==> src/rtl/vfmul_sequencer_if.sv <==
// vfmul_sequencer_if: command, register-file, multiplier and status bundle.
// master = sequencer side; slave = decoder / register file / multiplier side.
interface vfmul_sequencer_if #(
  parameter int ELEM_W = 32,
  parameter int ADDR_W = 5,
  parameter int VL_W   = 6
);
  logic              cmd_valid;
  logic              cmd_ready;
  logic [VL_W-1:0]   cmd_vl;
  logic [ADDR_W-1:0] cmd_a_base;
  logic [ADDR_W-1:0] cmd_b_base;
  logic [ADDR_W-1:0] cmd_d_base;
  logic [ADDR_W-1:0] rd_a_addr;
  logic [ELEM_W-1:0] rd_a_data;
  logic [ADDR_W-1:0] rd_b_addr;
  logic [ELEM_W-1:0] rd_b_data;
  logic [ELEM_W-1:0] mul_a;
  logic [ELEM_W-1:0] mul_b;
  logic [ELEM_W-1:0] mul_y;
  logic              wr_en;
  logic [ADDR_W-1:0] wr_addr;
  logic [ELEM_W-1:0] wr_data;
  logic              busy;
  logic              done;
  logic              flag_nan;
  logic              flag_inf;

  modport master (
    input  cmd_valid, cmd_vl,
    input  cmd_a_base, cmd_b_base, cmd_d_base,
    input  rd_a_data, rd_b_data, mul_y,
    output cmd_ready, rd_a_addr, rd_b_addr,
    output mul_a, mul_b,
    output wr_en, wr_addr, wr_data,
    output busy, done, flag_nan, flag_inf
  );

  modport slave (
    output cmd_valid, cmd_vl,
    output cmd_a_base, cmd_b_base, cmd_d_base,
    output rd_a_data, rd_b_data, mul_y,
    input  cmd_ready, rd_a_addr, rd_b_addr,
    input  mul_a, mul_b,
    input  wr_en, wr_addr, wr_data,
    input  busy, done, flag_nan, flag_inf
  );
endinterface

==> src/rtl/vfmul_sequencer.sv <==
// vfmul_sequencer: streams element pairs into the FP32 multiplier, 1/cycle.
// Ports: clk, reset (async, high); bus (master): cmd, rd A/B, mul, wr, status.
module vfmul_sequencer #(
  parameter int ELEM_W = 32,
  parameter int ADDR_W = 5,
  parameter int MAX_VL = 32,
  parameter int VL_W   = 6
) (
  input  logic clk,
  input  logic reset,
  vfmul_sequencer_if.master bus
);

  typedef enum logic [1:0] {
    IDLE, ISSUE, DRAIN, FIN
  } state_t;

  // One in-flight element slot.
  typedef struct packed {
    logic              v;
    logic              last;
    logic [ADDR_W-1:0] d;
  } slot_t;

  state_t            state;
  slot_t             p1;
  slot_t             p2;
  logic [ADDR_W-1:0] d_ptr;
  logic [VL_W-1:0]   rem;
  logic [VL_W-1:0]   vl_eff;
  logic              y_exp_max;
  logic              y_man_nz;
  logic              is_last;

  always_comb begin
    vl_eff = bus.cmd_vl;
    if (bus.cmd_vl > VL_W'(MAX_VL))
      vl_eff = VL_W'(MAX_VL);
  end

  assign y_exp_max = &bus.mul_y[ELEM_W-2 -: 8];
  assign y_man_nz  = |bus.mul_y[ELEM_W-10:0];
  assign is_last   = (rem == VL_W'(1));

  always_ff @(posedge clk or posedge reset) begin
    if (reset) begin
      state         <= IDLE;
      p1            <= '0;
      p2            <= '0;
      d_ptr         <= '0;
      rem           <= '0;
      bus.cmd_ready <= 1'b1;
      bus.busy      <= 1'b0;
      bus.done      <= 1'b0;
      bus.rd_a_addr <= '0;
      bus.rd_b_addr <= '0;
      bus.mul_a     <= '0;
      bus.mul_b     <= '0;
      bus.wr_en     <= 1'b0;
      bus.wr_addr   <= '0;
      bus.wr_data   <= '0;
      bus.flag_nan  <= 1'b0;
      bus.flag_inf  <= 1'b0;
    end else begin
      // Read data -> operand registers.
      p1.v    <= 1'b0;
      p1.last <= 1'b0;
      p2.v    <= p1.v;
      p2.last <= p1.v & p1.last;
      p2.d    <= p1.d;
      if (p1.v) begin
        bus.mul_a <= bus.rd_a_data;
        bus.mul_b <= bus.rd_b_data;
      end
      // Product -> write port; done rides with the last write.
      bus.wr_en <= p2.v;
      bus.done  <= p2.v & p2.last;
      if (p2.v) begin
        bus.wr_data <= bus.mul_y;
        bus.wr_addr <= p2.d;
        if (y_exp_max & y_man_nz)
          bus.flag_nan <= 1'b1;
        if (y_exp_max & ~y_man_nz)
          bus.flag_inf <= 1'b1;
      end
      unique case (state)
        IDLE: begin
          if (bus.cmd_valid) begin
            d_ptr         <= bus.cmd_d_base;
            rem           <= vl_eff;
            bus.flag_nan  <= 1'b0;
            bus.flag_inf  <= 1'b0;
            bus.cmd_ready <= 1'b0;
            bus.busy      <= 1'b1;
            if (vl_eff == '0) begin
              state    <= FIN;
              bus.done <= 1'b1;
            end else begin
              state         <= ISSUE;
              bus.rd_a_addr <= bus.cmd_a_base;
              bus.rd_b_addr <= bus.cmd_b_base;
            end
          end
        end
        ISSUE: begin
          p1.v    <= 1'b1;
          p1.last <= is_last;
          p1.d    <= d_ptr;
          rem     <= rem - VL_W'(1);
          if (is_last) begin
            state <= DRAIN;
          end else begin
            bus.rd_a_addr <= bus.rd_a_addr + ADDR_W'(1);
            bus.rd_b_addr <= bus.rd_b_addr + ADDR_W'(1);
            d_ptr         <= d_ptr + ADDR_W'(1);
          end
        end
        DRAIN: begin
          // done is high in the cycle of the last write.
          if (bus.done) begin
            state         <= IDLE;
            bus.cmd_ready <= 1'b1;
            bus.busy      <= 1'b0;
          end
        end
        FIN: begin
          state         <= IDLE;
          bus.cmd_ready <= 1'b1;
          bus.busy      <= 1'b0;
        end
      endcase
    end
  end

endmodule

==> src/flat_wrapper.sv <==
// flat-port wrapper written by rule: the top's interface ports become plain ports
module vfmul_sequencer_flat 
#(
  parameter int ELEM_W = 32,
  parameter int ADDR_W = 5,
  parameter int MAX_VL = 32,
  parameter int VL_W   = 6
)
  (clk, reset, bus_cmd_valid, bus_cmd_vl, bus_cmd_a_base, bus_cmd_b_base, bus_cmd_d_base, bus_rd_a_data, bus_rd_b_data, bus_mul_y, bus_cmd_ready, bus_rd_a_addr, bus_rd_b_addr, bus_mul_a, bus_mul_b, bus_wr_en, bus_wr_addr, bus_wr_data, bus_busy, bus_done, bus_flag_nan, bus_flag_inf);
  vfmul_sequencer_if #(.ELEM_W(ELEM_W), .ADDR_W(ADDR_W), .VL_W(VL_W)) bus_i ();
  input  logic clk;
  input  logic reset;
  input wire logic [$bits(bus_i.cmd_valid)-1:0] bus_cmd_valid;
  input wire logic [$bits(bus_i.cmd_vl)-1:0] bus_cmd_vl;
  input wire logic [$bits(bus_i.cmd_a_base)-1:0] bus_cmd_a_base;
  input wire logic [$bits(bus_i.cmd_b_base)-1:0] bus_cmd_b_base;
  input wire logic [$bits(bus_i.cmd_d_base)-1:0] bus_cmd_d_base;
  input wire logic [$bits(bus_i.rd_a_data)-1:0] bus_rd_a_data;
  input wire logic [$bits(bus_i.rd_b_data)-1:0] bus_rd_b_data;
  input wire logic [$bits(bus_i.mul_y)-1:0] bus_mul_y;
  output wire logic [$bits(bus_i.cmd_ready)-1:0] bus_cmd_ready;
  output wire logic [$bits(bus_i.rd_a_addr)-1:0] bus_rd_a_addr;
  output wire logic [$bits(bus_i.rd_b_addr)-1:0] bus_rd_b_addr;
  output wire logic [$bits(bus_i.mul_a)-1:0] bus_mul_a;
  output wire logic [$bits(bus_i.mul_b)-1:0] bus_mul_b;
  output wire logic [$bits(bus_i.wr_en)-1:0] bus_wr_en;
  output wire logic [$bits(bus_i.wr_addr)-1:0] bus_wr_addr;
  output wire logic [$bits(bus_i.wr_data)-1:0] bus_wr_data;
  output wire logic [$bits(bus_i.busy)-1:0] bus_busy;
  output wire logic [$bits(bus_i.done)-1:0] bus_done;
  output wire logic [$bits(bus_i.flag_nan)-1:0] bus_flag_nan;
  output wire logic [$bits(bus_i.flag_inf)-1:0] bus_flag_inf;
  assign bus_i.cmd_valid = bus_cmd_valid;
  assign bus_i.cmd_vl = bus_cmd_vl;
  assign bus_i.cmd_a_base = bus_cmd_a_base;
  assign bus_i.cmd_b_base = bus_cmd_b_base;
  assign bus_i.cmd_d_base = bus_cmd_d_base;
  assign bus_i.rd_a_data = bus_rd_a_data;
  assign bus_i.rd_b_data = bus_rd_b_data;
  assign bus_i.mul_y = bus_mul_y;
  assign bus_cmd_ready = bus_i.cmd_ready;
  assign bus_rd_a_addr = bus_i.rd_a_addr;
  assign bus_rd_b_addr = bus_i.rd_b_addr;
  assign bus_mul_a = bus_i.mul_a;
  assign bus_mul_b = bus_i.mul_b;
  assign bus_wr_en = bus_i.wr_en;
  assign bus_wr_addr = bus_i.wr_addr;
  assign bus_wr_data = bus_i.wr_data;
  assign bus_busy = bus_i.busy;
  assign bus_done = bus_i.done;
  assign bus_flag_nan = bus_i.flag_nan;
  assign bus_flag_inf = bus_i.flag_inf;
  vfmul_sequencer #(.ELEM_W(ELEM_W), .ADDR_W(ADDR_W), .MAX_VL(MAX_VL), .VL_W(VL_W)) u_core (.clk(clk), .reset(reset), .bus(bus_i));
endmodule
==> config.mk <==
export PLATFORM = sky130hd
export DESIGN_NAME = vfmul_sequencer_flat
export DESIGN_NICKNAME = d
export VERILOG_FILES = /design/src/rtl/vfmul_sequencer_if.sv /design/src/rtl/vfmul_sequencer.sv /design/src/flat_wrapper.sv
export SDC_FILE = /design/constraint.sdc
export NUM_CORES = 1
export LEC_CHECK = 0
export CAP_MARGIN = 20
export CORE_ASPECT_RATIO = 1.1
export CORE_UTILIZATION = 63
export DETAILED_ROUTE_END_ITERATION = 10
export DONT_BUFFER_PORTS = 1
export PLACE_DENSITY = 0.79
export RECOVER_POWER = 100
export SLEW_MARGIN = 20
export SYNTH_ARGS = -nofsm -noshare
export SYNTH_HDL_FRONTEND = slang
export SYNTH_SLANG_ARGS = --single-unit
==> constraint.sdc <==
create_clock -name clk -period 7.95 [get_ports clk]
set_input_delay 2.385 -clock clk [delete_from_list [all_inputs] [get_ports clk]]
set_output_delay 2.385 -clock clk [all_outputs]
set_load 0.005 [all_outputs]
==> results of run 1 <==
==> layout make-up <==
cell class	count	area, um2	area share, %
sequential	144	3600	56.0
clock buffer	24	480	7.47
timing repair buffer	3	18.8	0.292
tap	114	143	2.22
multi-input combinational	254	2030	31.6
clock inverter	8	126	1.96
inverter	7	27.5	0.428
==> layer usage <==
layer	track usage (%)	routed length (um)	up-vias
li1	-	-	1533
met1	28.3	4510	1695
met2	40.3	5940	155
met3	9.60	1010	14
met4	10.3	128	0
met5	0	0	-
==> worst min-delay path by stage <==
| stage | start | endpoint | slack (ns) | depth (start not counted) |
|---|---|---|---|---|
| after floorplan | u_core.p1[0] | u_core.p2[0] | 0.35 | 0 |
| after global placement | u_core.p1[0] | u_core.p2[0] | 0.37 | 0 |
| after detailed placement | u_core.p1[3] | u_core.p2[3] | 0.37 | 0 |
| after CTS | u_core.p1[3] | u_core.p2[3] | 0.37 | 0 |
| after global routing | u_core.p1[4] | u_core.p2[4] | 0.39 | 0 |
| final | u_core.p1[3] | u_core.p2[3] | 0.37 | 0 |
==> cell usage after synthesis, types with 3 or more instances <==
| library cell | n |
|---|---|
| sky130_fd_sc_hd__nand2_1 | 36 |
| sky130_fd_sc_hd__mux2_2 | 100 |
| sky130_fd_sc_hd__buf_2 | 12 |
| sky130_fd_sc_hd__nor2_1 | 9 |
| sky130_fd_sc_hd__a21oi_2 | 3 |
| sky130_fd_sc_hd__clkbuf_1 | 4 |
| sky130_fd_sc_hd__dfrtp_1 | 143 |
| sky130_fd_sc_hd__o21ai_1 | 4 |
| sky130_fd_sc_hd__nand3_1 | 12 |
| sky130_fd_sc_hd__o21ai_0 | 14 |
| sky130_fd_sc_hd__a32oi_1 | 3 |
| sky130_fd_sc_hd__nor4_1 | 5 |
| sky130_fd_sc_hd__a21oi_1 | 11 |
| sky130_fd_sc_hd__o22ai_1 | 4 |
| sky130_fd_sc_hd__ha_1 | 5 |
| sky130_fd_sc_hd__nor3_1 | 8 |
| sky130_fd_sc_hd__a21o_1 | 3 |
| sky130_fd_sc_hd__inv_1 | 7 |
| sky130_fd_sc_hd__o211ai_1 | 7 |
==> registers in the layout (all words and copies together) (netlist names), 2 cells and up <==
name,flops
u_core.p2,7
u_core.bus.wr_addr,5
u_core.bus.mul_b,32
u_core.p1,7
u_core.bus.mul_a,32
u_core.bus.rd_a_addr,5
u_core.d_ptr,5
u_core.state,2
u_core.bus.wr_data,32
u_core.bus.rd_b_addr,5
u_core.rem,6
==> logic make-up (layout without fill, tap and decap cells) <==
family / after synthesis / after routing / synth area share, %
buffers and inverters: 26 / 42 / 2.21
AND/OR/NAND/NOR: 85 / 85 / 7.31
adder cells (fa/ha/maj): 5 / 5 / 1.08
AO/OA/AOI/OAI: 61 / 61 / 7.08
XOR/XNOR: 1 / 1 / 0.152
multiplexers: 102 / 102 / 19.8
flip-flops: 144 / 144 / 62.3
==> stage by stage <==
| stage | cell area, um2 | hold slack (ns) | power [mW] |
|---|---|---|---|
| after detailed placement | 5850 | 0.367 | 2.09 |
| after floorplan | 5780 | 0.354 | 1.91 |
| after CTS | 6460 | 0.375 | 2.89 |
| after global placement | 5850 | 0.367 | 2.04 |
| final | 6430 | 0.373 | 2.86 |
| after global routing | 6430 | 0.386 | 3.03 |
==> where the power goes <==
group,switching [mW],internal (mW),total (mW)
registers,0.289,1.05,1.34
logic,0.352,0.370,0.721
clock network,0.283,0.512,0.795
total,0.924,1.93,2.86
==> results.sh, run 1 <==
export IMPL_layout_commonest_cell="sky130_fd_sc_hd__dfrtp_1"
export IMPL_ctsHoldBuffers=0
export IMPL_count_of_standard_cell_rows=36
export IMPL_irDropWorstVdd_uv=260
export IMPL_max_cap_violations=1
export IMPL_port_buffer_count=0
export IMPL_cell_type_with_the_largest_total_area_after_synthesis="sky130_fd_sc_hd__dfrtp_1"
export IMPL_worst_r2r_cell_count=5
export IMPL_synth_nets=549
export IMPL_critPathCapture="u_core.bus.wr_addr[1]"
export IMPL_post_synthesis_cell_area_um2=5780
export IMPL_utilization_pct=72.5
export IMPL_fp_dieArea_um2=9570
export IMPL_dp_final_hpwl_um=8310
export IMPL_maximum_number_of_pins_on_one_net_before_global_route_repair=90
export IMPL_cp_num_cells=2
export IMPL_final_setup_skew_ns=0.00987
export IMPL_core_box_area_um2=8870
export IMPL_insertedDiodeCount=0
export IMPL_setup_tns_ns=0
export IMPL_yosysTopAreaCellShare_pct=61.9
export IMPL_crit_path_max_incr_delay_ns=2.06
export IMPL_cts_max_path_buffers=2
export IMPL_timing_critical_path_max_delay_family="buffers and inverters"
export IMPL_clk_pin_slew_ns=0.06
export IMPL_critPathBufInv=2
export IMPL_final_period_utilization_pct=60.5
export IMPL_io_pins=237
export IMPL_setup_viol_count_final=0
export IMPL_cts_buffers=17
export IMPL_synth_enable_flop_cells=0
export IMPL_clock_insertion_delay_worst_skew_ns=0.50
export IMPL_final_cells=554
export IMPL_r2r_start="u_core.state[0]"
export IMPL_path_max_fanout=89
export IMPL_synth_seq_cells=144
export IMPL_ratio_of_cells_with_drive_above_1_in_the_final_layout_pct=31.6
export IMPL_cts_tree="yes"
export IMPL_nets=552
export IMPL_synth_flop_cell="sky130_fd_sc_hd__dfrtp_1"
export IMPL_wl_um=11600
export IMPL_globalRouteTotalUtil_pct=24.3
export IMPL_post_synth_num_cell_types=48
export IMPL_area_growth_synth_to_final_pct=11.3
export IMPL_proportion_of_synthesized_flip_flops_having_asynchronous_set_or_reset_pct=100
export IMPL_die_h_um=102
export IMPL_timing_final_max_slew_violations=90
export IMPL_floorplan_die_width_um=93.3
export IMPL_postCtsSetupRepairBufs=0
export IMPL_worstSetupEndpointType="async pin"
export IMPL_transition_at_the_pin_with_the_smallest_max_transition_slack_ns=3.74
export IMPL_first_global_vias=3507
export IMPL_setup_worst_path_start_class="primary input"
export IMPL_holdCritPathClass="flip-flop to flip-flop"
export IMPL_p_per_area_nw_per_um2=444
export IMPL_yosysWarningCount=0
export IMPL_reg2reg_setup_slack_ns=5.38
export IMPL_crit_start="reset"
export IMPL_antenna_found_initial=0
export IMPL_post_synth_main_area_contributors="sky130_fd_sc_hd__dfrtp_1 62%, sky130_fd_sc_hd__mux2_2 19%, sky130_fd_sc_hd__nand2_1 2.3%"
export IMPL_violations="max-capacitance violations, max-slew violations"
export IMPL_final_period_minus_worst_setup_slack_ns=4.81
export IMPL_mostFrequentLayoutCells="143 x sky130_fd_sc_hd__dfrtp_1, 100 x sky130_fd_sc_hd__mux2_2, 37 x sky130_fd_sc_hd__nand2_1"
export IMPL_vias_per_cell=6.13
export IMPL_path_class="primary input to async pin"
export IMPL_power_static_leakage_nw=2.74
export IMPL_timing_slew_headroom_pct=-151
export IMPL_crit_path_top_delay_cell="sky130_fd_sc_hd__clkinvlp_2"
export IMPL_place_gp_congestion=0.851
export IMPL_synth_avg_cell_area_um2=13.6
export IMPL_status="complete, but fails checks"
export IMPL_final_hold_viol_count=0
export IMPL_cts_repair_resize_count=0
export IMPL_required_ns=8.51
export IMPL_clock_sinks=144
export IMPL_cts_htree_levels=4
export IMPL_place_worst_setup_slack_ns=4.27
export IMPL_synth_sequential_area_ratio_pct=62.3
export IMPL_synthCells=424
export IMPL_initial_core_util_pct=65.2
export IMPL_gr_total_overflow=0
export IMPL_fmaxAchievable_mhz=208
export IMPL_fillcell_total=610
export IMPL_drc_errors=0
export IMPL_crit_path_cell_trace="clkinvlp_2 > buf_4"
export IMPL_routed_wire_length_per_instance_um=20.9
export IMPL_post_place_cells=522
export IMPL_dr_total_vias=3397
export IMPL_cp_arrival_ns=5.37
export IMPL_route_antenna_remaining_nets=0
export IMPL_rsz0062_at_grt="no"
export IMPL_grt_pass1_wl_um=17400
export IMPL_root_buffer="sky130_fd_sc_hd__clkbuf_8"
export IMPL_final_critical_path_setup_slack_ns=3.14
export IMPL_drtIter0Drc=140
export IMPL_rr_endpoint="u_core.d_ptr[2]"
export IMPL_first_pass_iters=4
Power figures use the tool's default switching activity.
==> run 2: changes to the inputs <==
Clock period 7.95 ns to 4.5 ns, I/O delays scaled along.
==> results.sh, run 2 (synthesized netlist as in run 1, its figures left out) <==
export IMPL_mostFrequentLayoutCells="142 x sky130_fd_sc_hd__dfrtp_1, 98 x sky130_fd_sc_hd__mux2_2, 36 x sky130_fd_sc_hd__nand2_1"
export IMPL_globalRouteTotalUtil_pct=25.5
export IMPL_max_cap_violations=1
export IMPL_vias_per_cell=6.23
export IMPL_power_mw=4.99
export IMPL_placed_cell_area_um2=5880
export IMPL_first_global_vias=3550
export IMPL_cts_tree="yes"
export IMPL_cts_repair_resize_count=0
export IMPL_ratio_of_cells_with_drive_above_1_in_the_final_layout_pct=30.8
export IMPL_routed_wire_length_per_instance_um=21.4
export IMPL_finalInstanceArea_um2=6400
export IMPL_rsz0062_at_grt="no"
export IMPL_register_area_um2=3610
export IMPL_clock_insertion_delay_worst_skew_ns=0.52
export IMPL_multi_input_area_um2=2020
export IMPL_area_growth_synth_to_final_pct=10.7
export IMPL_port_buffer_count=0
export IMPL_p_per_area_nw_per_um2=779
export IMPL_violations="max-capacitance violations, max-slew violations"
export IMPL_maximum_number_of_pins_on_one_net_before_global_route_repair=87
export IMPL_core_box_area_um2=8870
export IMPL_initial_core_util_pct=65.2
export IMPL_cp_arrival_ns=3.54
export IMPL_dr_total_vias=3463
export IMPL_setup_worst_path_start_class="flip-flop"
export IMPL_holdCritPathClass="flip-flop to flip-flop"
export IMPL_insertedDiodeCount=0
export IMPL_route_antenna_remaining_nets=0
export IMPL_setup_viol_count_final=0
export IMPL_largestRegisters="u_core.bus.mul_a: 32 flops, u_core.bus.mul_b: 32 flops, u_core.bus.wr_data: 32 flops"
export IMPL_setup_tns_ns=0
export IMPL_wl_um=11900
export IMPL_timing_slew_headroom_pct=-14.8
export IMPL_nets=554
export IMPL_status="complete, but fails checks"
export IMPL_fmaxAchievable_mhz=320
export IMPL_final_period_minus_worst_setup_slack_ns=3.12
export IMPL_clock_sinks=144
export IMPL_power_static_leakage_nw=2.73
export IMPL_transition_at_the_pin_with_the_smallest_max_transition_slack_ns=1.72
export IMPL_root_buffer="sky130_fd_sc_hd__clkbuf_8"
export IMPL_antenna_found_initial=0
export IMPL_final_hold_viol_count=0
export IMPL_io_pins=237
export IMPL_path_max_fanout=22
export IMPL_drtIter0Drc=137
export IMPL_place_gp_congestion=0.915
export IMPL_count_of_standard_cell_rows=36
export IMPL_fp_dieArea_um2=9570
export IMPL_cts_max_path_buffers=2
export IMPL_required_ns=4.91
export IMPL_fillcell_total=591
export IMPL_floorplan_die_width_um=93.3
export IMPL_clk_pin_slew_ns=0.06
export IMPL_dp_final_hpwl_um=8530
export IMPL_die_h_um=102
export IMPL_gr_total_overflow=0
export IMPL_irDropWorstVdd_uv=381
export IMPL_layout_commonest_cell="sky130_fd_sc_hd__dfrtp_1"
export IMPL_utilization_pct=72.2
export IMPL_grt_pass1_wl_um=18000
export IMPL_timing_final_max_slew_violations=34
export IMPL_first_pass_iters=4
export IMPL_final_setup_skew_ns=0.00865
export IMPL_worstSetupEndpointType="flip-flop"
export IMPL_cts_htree_levels=4
export IMPL_postCtsSetupRepairBufs=0
export IMPL_ctsHoldBuffers=0
export IMPL_path_class="flip-flop to flip-flop"
export IMPL_final_period_utilization_pct=69.4
export IMPL_cts_buffers=17
export IMPL_drc_errors=0
run 2: layer usage:
metal  GRT usage (%)  share of wire, %
met5               0                 0
met4            8.64              0.77
met3            12.5                11
met2            41.8                52
met1            29.6                37
run 2: where the power goes:
| part | total [mW] | internal [mW] | switching [mW] | leakage [nW] |
|---|---|---|---|---|
| registers | 2.37 | 1.86 | 0.506 | 1.69 |
| clock network | 1.32 | 0.814 | 0.511 | 0.271 |
| logic | 1.30 | 0.655 | 0.642 | 0.762 |
| total | 4.99 | 3.33 | 1.66 | 2.73 |
run 2: path summary, 6_finish.rpt:
path / to / slack (ns) / cells after the start / from
worst max register to register: u_core.d_ptr[2] / 1.38 / 6 / u_core.state[0]
min in group asynchronous: u_core.p2[2] / 1.02 / 1 / reset
worst min register to register: u_core.p2[4] / 0.38 / 0 / u_core.p1[4]
worst max-delay path: u_core.d_ptr[2] / 1.38 / 6 / u_core.state[0]
worst min-delay path: u_core.p2[4] / 0.38 / 0 / u_core.p1[4]
max in group asynchronous: u_core.bus.mul_b[2] / 2.50 / 2 / reset
run 2: per-stage QoR:
| stage | setup slack (ns) | hold WS [ns] | instances |
|---|---|---|---|
| 6_report | 1.38 | 0.380 | 556 |
| 5_1_grt | 1.14 | 0.391 | 556 |
| 4_1_cts | 2.06 | 0.379 | 556 |
| 3_5_place_dp | 1.82 | 0.370 | 524 |
| 3_3_place_gp | 1.89 | 0.365 | 524 |
| 2_1_floorplan | 1.35 | 0.354 | 424 |
run 2: cell type report:
type,count,share of cell area [%]
well taps,114,2.23
inverters,7,0.430
clock inverters,10,1.74
repair buffers,5,0.664
flip-flops and latches,144,56.3
multi-input cells,254,31.5
clock buffers,22,7.07
run 2: critical path, cell delays in order (launching register included):
cell	delay, ns
sky130_fd_sc_hd__dfrtp_1	0.53
sky130_fd_sc_hd__nand2b_1	0.14
sky130_fd_sc_hd__clkbuf_1	0.71
sky130_fd_sc_hd__inv_1	0.56
sky130_fd_sc_hd__o21ai_0	0.66
sky130_fd_sc_hd__o32ai_1	0.19
sky130_fd_sc_hd__a21o_1	0.21
==> run 3: changes to the inputs <==
Clock period 4.5 ns to 3.3 ns, I/O delays scaled along.
==> results.sh, run 3 (synthesized netlist as in run 1, its figures left out) <==
export IMPL_final_critical_path_setup_slack_ns=0.960
export IMPL_drtIter0Drc=110
export IMPL_min_delay_path_depth=0
export IMPL_timing_final_max_slew_violations=34
export IMPL_final_period_utilization_pct=70.9
export IMPL_clock_sinks=144
export IMPL_dp_final_hpwl_um=8590
export IMPL_count_of_standard_cell_rows=36
export IMPL_first_global_vias=3479
export IMPL_path_max_fanout=33
export IMPL_antenna_found_initial=0
export IMPL_gr_total_overflow=0
export IMPL_nets=556
export IMPL_place_gp_congestion=0.881
export IMPL_cts_htree_levels=4
export IMPL_holdWs_ns=0.373
export IMPL_setup_worst_path_start_class="flip-flop"
export IMPL_timing_slew_headroom_pct=-13.6
export IMPL_io_pins=237
export IMPL_core_box_area_um2=8870
export IMPL_cts_repair_resize_count=0
export IMPL_vias_per_cell=6.20
export IMPL_globalRouteTotalUtil_pct=24.5
export IMPL_floorplan_die_width_um=93.3
export IMPL_grt_pass1_wl_um=17500
export IMPL_ctsHoldBuffers=0
export IMPL_clk_pin_slew_ns=0.06
export IMPL_area_growth_synth_to_final_pct=11.1
export IMPL_dr_total_vias=3445
export IMPL_crit_start="u_core.p2[6]"
export IMPL_p_per_area_nw_per_um2=1070
export IMPL_mostFrequentLayoutCells="143 x sky130_fd_sc_hd__dfrtp_1, 100 x sky130_fd_sc_hd__mux2_2, 36 x sky130_fd_sc_hd__nand2_1"
export IMPL_final_period_minus_worst_setup_slack_ns=2.34
export IMPL_fmaxAchievable_mhz=427
export IMPL_worst_r2r_cell_count=2
export IMPL_cts_max_path_buffers=2
export IMPL_worst_hold_startpoint="u_core.p1[4]"
export IMPL_insertedDiodeCount=0
export IMPL_place_worst_setup_slack_ns=1.01
export IMPL_status="complete, but fails checks"
export IMPL_holdCritPathClass="flip-flop to flip-flop"
export IMPL_irDropWorstVdd_uv=518
export IMPL_ratio_of_cells_with_drive_above_1_in_the_final_layout_pct=31.2
export IMPL_wl_um=11900
export IMPL_setup_tns_ns=0
export IMPL_port_buffer_count=0
export IMPL_first_pass_iters=5
export IMPL_largestRegisters="u_core.bus.mul_a: 32 flops, u_core.bus.mul_b: 32 flops, u_core.bus.wr_data: 32 flops"
export IMPL_rsz0062_at_grt="no"
export IMPL_required_ns=3.68
export IMPL_cp_arrival_ns=2.72
export IMPL_route_antenna_remaining_nets=0
export IMPL_initial_core_util_pct=65.2
export IMPL_layout_commonest_cell="sky130_fd_sc_hd__dfrtp_1"
export IMPL_final_setup_skew_ns=0.00487
export IMPL_postCtsSetupRepairBufs=0
export IMPL_r2r_start="u_core.p2[6]"
export IMPL_fp_dieArea_um2=9570
export IMPL_violations="max-capacitance violations, max-slew violations"
export IMPL_die_h_um=102
export IMPL_path_class="flip-flop to flip-flop"
export IMPL_setup_viol_count_final=0
export IMPL_power_static_leakage_nw=2.75
export IMPL_max_cap_violations=1
export IMPL_maximum_number_of_pins_on_one_net_before_global_route_repair=89
export IMPL_transition_at_the_pin_with_the_smallest_max_transition_slack_ns=1.70
export IMPL_worstSetupEndpointType="flip-flop"
export IMPL_routed_wire_length_per_instance_um=21.3
export IMPL_cts_buffers=17
export IMPL_final_hold_viol_count=0
export IMPL_cts_tree="yes"
export IMPL_clock_insertion_delay_worst_skew_ns=0.50
export IMPL_root_buffer="sky130_fd_sc_hd__clkbuf_8"
export IMPL_reg2reg_setup_slack_ns=0.96
export IMPL_drc_errors=0
[run 3: through the flow]
stage                     power, mW  util [%]  instances  instance area [um2]
after floorplan                4.61         -        424                 5790
after global placement         4.96      66.4        526                 5890
after detailed placement       5.09      66.4        526                 5890
after CTS                      6.93      72.8        556                 6460
after global routing           7.25      72.4        556                 6420
final                          6.85      72.4        556                 6420
[run 3: metal layers]
metal	wire length, um	up-vias	GRT usage (%)
li1	-	1540	-
met5	0	-	0
met2	6210	156	40.6
met1	4510	1739	29.2
met4	85	0	9.23
met3	1060	10	9.52
[run 3: layout make-up]
cell class | count | area (um2)
Tap cell | 114 | 143
Multi-Input combinational cell | 254 | 2030
Clock inverter | 7 | 110
Fill cell | 621 | 2450
Timing Repair Buffer | 7 | 51.3
Clock buffer | 23 | 457
Sequential cell | 144 | 3600
Inverter | 7 | 27.5
[run 3: worst paths after layout]
kind | to
worst max-delay path | u_core.bus.wr_data[18]
worst min-delay path | u_core.p2[4]
worst max register to register | u_core.bus.wr_data[18]
worst min register to register | u_core.p2[4]
max in group asynchronous | u_core.bus.mul_a[2]
min in group asynchronous | u_core.bus.mul_b[30]
[run 3: critical path: stages, from the launching register on]
cell	delay, ns
sky130_fd_sc_hd__dfrtp_1	0.49
sky130_fd_sc_hd__clkbuf_1	1.27
sky130_fd_sc_hd__mux2_2	0.45
[run 3: report_power, final]
part	switching, mW	internal, mW	leakage [nW]
Clock	0.640	1.18	0.282
Sequential	0.743	2.53	1.69
Combinational	0.842	0.917	0.770
